===== config.mk =====
export PLATFORM = sky130hd
export DESIGN_NAME = freq_meter
export DESIGN_NICKNAME = d
export VERILOG_FILES = /design/src/rtl/freq_meter.sv
export SDC_FILE = /design/constraint.sdc
export NUM_CORES = 1
export LEC_CHECK = 0
export BUFFER_PORTS_ARGS = -buffer_cell sky130_fd_sc_hd__buf_4
export CAP_MARGIN = 20
export CELL_PAD_IN_SITES_DETAIL_PLACEMENT = 1
export CELL_PAD_IN_SITES_GLOBAL_PLACEMENT = 2
export CORE_MARGIN = 4
export CORE_UTILIZATION = 37
export CTS_CLUSTER_SIZE = 10
export DETAILED_ROUTE_END_ITERATION = 8
export PLACE_DENSITY_LB_ADDON = 0.1
export SLEW_MARGIN = 20
export SYNTH_ARGS = -nofsm -noshare
export SYNTH_HDL_FRONTEND = slang
export SYNTH_HIERARCHICAL = 1
export SYNTH_SLANG_ARGS = --single-unit

===== constraint.sdc =====
create_clock -name clk -period 5.8 [get_ports clk]
set_clock_uncertainty 0.2 [all_clocks]
set_input_delay 0.58 -clock clk [delete_from_list [all_inputs] [get_ports clk]]
set_output_delay 0.58 -clock clk [all_outputs]
set_load 0.02 [all_outputs]

===== src/rtl/freq_meter.sv =====
// Frequency meter core: counts synchronized sig_in rising edges across one gate
// period and publishes the result in Hz as packed BCD, saturating on overflow.

module freq_meter_sync_edge #(
   parameter int SYNC_STAGES = 2
) (
   input  logic clk,
   input  logic reset,
   input  logic din,
   output logic rise
);
   logic [SYNC_STAGES-1:0] sync;
   logic                   prev;

   always_ff @(posedge clk or negedge reset) begin
      if (!reset) begin
         sync <= '0;
         prev <= 1'b0;
      end else begin
         sync <= {sync[SYNC_STAGES-2:0], din};
         prev <= sync[SYNC_STAGES-1];
      end
   end

   assign rise = sync[SYNC_STAGES-1] & ~prev;
endmodule

module freq_meter_bcd_digit (
   input  logic [3:0] digit,
   input  logic       cin,
   output logic [3:0] next,
   output logic       cout
);
   always_comb begin
      next = digit;
      cout = 1'b0;
      if (cin) begin
         if (digit >= 4'd9) begin
            next = 4'd0;
            cout = 1'b1;
         end else begin
            next = digit + 4'd1;
         end
      end
   end
endmodule

module freq_meter #(
   parameter int DIGITS      = 8,
   parameter int SYNC_STAGES = 2
) (
   input  logic                  clk,
   input  logic                  reset,
   input  logic                  sig_in,
   input  logic                  gate_1hz,
   input  logic                  gate_10hz,
   input  logic                  gate_100hz,
   input  logic                  gate_1khz,
   input  logic [1:0]            range_sel,
   output logic [4*DIGITS-1:0]   bcd_out,
   output logic                  valid,
   output logic                  overflow,
   output logic                  busy
);
   localparam int W  = 4*DIGITS;
   localparam int BW = $clog2(SYNC_STAGES+2);
   localparam logic [W-1:0] ONE = {{(W-1){1'b0}}, 1'b1};

   typedef enum logic {ARM, MEASURE} state_t;

   state_t                 state, state_nx;
   logic [1:0]             rsel_q;
   logic                   gate_mux, gate_rise, sig_rise, gate_ev, range_chg;
   logic [BW-1:0]          blank;
   logic [DIGITS-1:0][3:0] cnt, cnt_nx, cnt_inc, nines;
   logic [DIGITS:0]        carry;
   logic                   ovf_acc, ovf_acc_nx;
   logic                   publish, res_ovf, top_nz;
   logic [W-1:0]           cnt_flat, shifted;

   always_comb begin
      case (range_sel)
         2'd0:    gate_mux = gate_1hz;
         2'd1:    gate_mux = gate_10hz;
         2'd2:    gate_mux = gate_100hz;
         default: gate_mux = gate_1khz;
      endcase
   end

   freq_meter_sync_edge #(.SYNC_STAGES(SYNC_STAGES)) u_sig_sync (
      .clk(clk), .reset(reset), .din(sig_in), .rise(sig_rise)
   );

   freq_meter_sync_edge #(.SYNC_STAGES(SYNC_STAGES)) u_gate_sync (
      .clk(clk), .reset(reset), .din(gate_mux), .rise(gate_rise)
   );

   assign range_chg = (range_sel != rsel_q);
   // Switching the mux can fake a rising edge in the synchronizer; mask it out.
   assign gate_ev   = gate_rise && (blank == '0);

   assign carry[0] = 1'b1;
   genvar d;
   generate
      for (d = 0; d < DIGITS; d++) begin : g_dig
         freq_meter_bcd_digit u_dig (
            .digit(cnt[d]), .cin(carry[d]), .next(cnt_inc[d]), .cout(carry[d+1])
         );
         assign nines[d] = 4'd9;
      end
   endgenerate

   assign cnt_flat = cnt;
   assign shifted  = cnt_flat << {rsel_q, 2'b00};

   always_comb begin
      top_nz = 1'b0;
      for (int i = 0; i < DIGITS; i++) begin
         if (i >= DIGITS - int'(rsel_q) && cnt[i] != 4'd0) top_nz = 1'b1;
      end
   end

   assign res_ovf = ovf_acc | top_nz;

   always_comb begin
      state_nx   = state;
      cnt_nx     = cnt;
      ovf_acc_nx = ovf_acc;
      publish    = 1'b0;
      if (range_chg) begin
         state_nx = ARM;
      end else begin
         case (state)
            ARM: begin
               if (gate_ev) begin
                  state_nx   = MEASURE;
                  cnt_nx     = sig_rise ? ONE : '0;
                  ovf_acc_nx = 1'b0;
               end
            end
            MEASURE: begin
               // A sig edge coincident with window end belongs to the new window.
               if (gate_ev) begin
                  publish    = 1'b1;
                  cnt_nx     = sig_rise ? ONE : '0;
                  ovf_acc_nx = 1'b0;
               end else if (sig_rise) begin
                  if (carry[DIGITS]) begin
                     cnt_nx     = nines;
                     ovf_acc_nx = 1'b1;
                  end else begin
                     cnt_nx = cnt_inc;
                  end
               end
            end
            default: state_nx = ARM;
         endcase
      end
   end

   always_ff @(posedge clk or negedge reset) begin
      if (!reset) begin
         state   <= ARM;
         rsel_q  <= 2'd0;
         blank   <= '0;
         cnt     <= '0;
         ovf_acc <= 1'b0;
      end else begin
         state   <= state_nx;
         rsel_q  <= range_sel;
         cnt     <= cnt_nx;
         ovf_acc <= ovf_acc_nx;
         if (range_chg)          blank <= BW'(SYNC_STAGES+1);
         else if (blank != '0)   blank <= blank - 1'b1;
      end
   end

   always_ff @(posedge clk or negedge reset) begin
      if (!reset) begin
         bcd_out  <= '0;
         overflow <= 1'b0;
         valid    <= 1'b0;
      end else begin
         valid <= publish;
         if (publish) begin
            bcd_out  <= res_ovf ? nines : shifted;
            overflow <= res_ovf;
         end
      end
   end

   assign busy = (state == MEASURE);
endmodule


==> reports/qor.txt <==
Status -> finished clean
Commonest non-fill, non-tap cells in the layout -> 119 x nand2_1, 77 x dfrtp_1, 68 x o21ai_0
Critical Path RT -> 5.87 ns
Initial antenna violation count -> 0
Post-synthesis cell type count -> 42
Die Wd -> 122.6 um
Core outline area -> 12,720 um2
CTS max path bufs -> 2
Initial DRT Pass Iterations -> 4
Worst hold path type -> in2reg
Detailed placement HPWL -> 9293 um
Synth area leader -> dfrtp_1
Post-Syn Area per Cell -> 8.889 um2
Num CTS Buffers -> 9
Commonest non-fill, non-tap cell in the layout -> nand2_1
Share of layout cells above drive strength 1 -> 16.96%
Worst slew margin -> 39.15%
Number of setup violations in the final report -> 0
CTS tree -> done
Yosys reg bits -> 78
Fin. max-slew vios -> 0
Vias in the first global route -> 4,090
Largest net degree at the start of global routing -> 76
Reg clk slew, reported paths -> 0.06 ns
Post-synth EDFFs -> 0
Top cell type's share of synthesized area -> 40.14%
Startpoint Class -> register
Vias per cell -> 5.289
Die area -> 15,040 um2
H-tree depth -> 3
Root buf cell -> clkbuf_16
RSZ-0062 raised after global routing -> no
FP Rows -> 41
Peak Freq -> 224.7 MHz
Resize count post-CTS -> 0
Post-CTS Setup Bufs -> 0
Arrival time at the worst endpoint -> 4.52 ns
DR WL/cell -> 17.28 um
Sink Count -> 78
Fin util -> 43.61%
P per Cell Area -> 210.8 nW/um2
Seq/Total Area, Yosys -> 40.14%
Filler instances -> 1,523
Synth Flop Type -> dfrtp_1
Ys Warns -> 6
Clock latency on the worst-skew pair -> 0.34 ns
Min cycle time layout -> 4.451 ns
Max-Cap Viols -> 0
CP Capture Type -> register
Synth top area cells -> dfrtp_1 40%, nand2_1 9.2%, ha_1 7.5%
Detailed Route WL -> 12,960 um
Initial Util -> 38.22%
Worst VDD drop -> 0.0001085 V
Async SR Flop Fraction -> 100.0%
GPL Wtd Cong -> 0.8112
Syn_nets -> 585
Setup TNS -> 0 ns
Final ANT Viol Nets -> 0
Setup crit start -> cnt[1]
Syn Inst Count -> 547
Final net count -> 611
Final hold viol count -> 0
First-pass GRT wire length -> 21,760 um
DRC Markers -> 0
Die Height -> 122.6 um
Hold Path Origin -> sig_in
Top Ports -> 44
Ant. Diodes -> 0
Grt total ovfl -> 0
Worst r2r src -> cnt[1]
Global-route usage over all layers -> 18.58%
PortBufs -> 43
Worst-Margin Slew -> 0.9127 ns
Post-Syn Area -> 4862 um2
LEAKAGE -> 2.309 nW
Final period util -> 76.74%
Area grow syn2layout -> 14.10%
Worst Path Class, Setup -> reg2reg
Total vias in the final route -> 3,967
CP Max Fanout -> 9
1st-iter DRT viols -> 210
## cell usage after synthesis (2+ instances only)
library cell / count
nand2_1: 119
dfrtp_1: 78
o21ai_0: 68
ha_1: 29
inv_1: 28
o22a_1: 17
clkbuf_1: 15
mux2i_1: 14
o21ai_1: 14
a21oi_1: 12
nor2_1: 11
and2_1: 10
nand3_1: 10
o31ai_1: 10
nand2b_1: 9
a21oi_2: 8
clkbuf_2: 8
nand3b_1: 8
nor2_2: 8
o221ai_1: 8
o22ai_1: 8
buf_2: 7
mux4_2: 7
nor2b_1: 6
buf_6: 5
mux2_2: 5
a211oi_1: 4
xor2_1: 3
a31oi_1: 2
nor2b_4: 2
nor4_1: 2
or4_1: 2
## critical path: stages (launching register included)
cell      delay (ns)
dfrtp_1         0.46
inv_1           0.13
ha_1            0.18
nor2_2          0.04
a21oi_2         0.23
and2_1          0.32
and2_1          0.34
and2_1          0.34
and2_1          0.33
and2_1          0.33
and2_1          0.34
and2_1          0.35
and2_1          0.20
nor2b_1         0.15
buf_4           0.22
nand2b_1        0.07
a32o_1          0.15
## area by class of cell
class	instances	area (um2)	share of cell area [%]
flip-flops and latches	78	1953	35.21
repair buffers	50	381.6	6.879
clock inverters	7	50.05	0.9021
inverters	29	113.9	2.052
well taps	172	215.2	3.879
clock buffers	9	225.2	4.060
multi-input cells	405	2609	47.02
## routing by layer
| layer | share of wire (%) | track usage (%) | up-vias |
|---|---|---|---|
| li1 | - | - | 1947 |
| met1 | 49 | 26.26 | 1951 |
| met2 | 47 | 29.37 | 59 |
| met3 | 2.9 | 2.581 | 10 |
| met4 | 1.2 | 6.228 | 0 |
| met5 | 0 | 0 | - |
## final timing paths
path	endpoint	slack, ns	cells after the start
worst min register to register	u_gate_sync/sync[1]	0.16	0
worst max register to register	cnt[0]	1.35	16
worst max-delay path	cnt[0]	1.35	16
min in group asynchronous	u_sig_sync/sync[0]	0.38	2
max in group asynchronous	rsel_q[0]	4.15	3
worst min-delay path	u_sig_sync/sync[0]	0.14	1
## state kept, by name (all words and copies together), names as in the netlist, 2 cells and up
name / flops
u_gate_sync/sync: 2
cnt: 32
blank: 2
rsel_q: 2
bcd_out: 32
u_sig_sync/sync: 2
## power breakdown
| group | internal, mW | total (mW) | switching (mW) |
|---|---|---|---|
| sequential | 0.556 | 0.567 | 0.0118 |
| combinational | 0.0312 | 0.0730 | 0.0418 |
| clock | 0.290 | 0.529 | 0.239 |
## metrics by stage
stage | cell area, um2 | cells | setup WS [ns] | hold slack [ns] | power (mW)
2_1_floorplan | 4862 | 547 | 1.801 | 0.08441 | 0.6176
3_3_place_gp | 5259 | 733 | 1.550 | 0.1353 | 0.6498
3_5_place_dp | 5259 | 733 | 1.422 | 0.1403 | 0.6518
4_1_cts | 5544 | 750 | 1.375 | 0.1281 | 1.189
5_1_grt | 5548 | 750 | 0.8829 | 0.1282 | 1.224
6_report | 5548 | 750 | 1.349 | 0.1401 | 1.169
## timing repair
item	CTS	global route
hold buffers	1	0
hold endpoints to repair	3	0
setup endpoints to repair	0	0
## kinds of logic (layout without fill, tap and decap cells)
logic type | count (synthesis) | count (layout) | synth area share, %
and+or+nand+nor | 191 | 191 | 18.53
AOI/OAI and AO/OA | 155 | 155 | 19.76
DFF | 78 | 78 | 40.14
buffers and inverters | 64 | 95 | 6.202
adders and majority gates | 29 | 29 | 7.463
muxes | 26 | 26 | 7.282
xor gates and xnor gates | 3 | 3 | 0.5405
other | 1 | 1 | 0.07713
No activity file was read; power rests on OpenSTA's default activity.
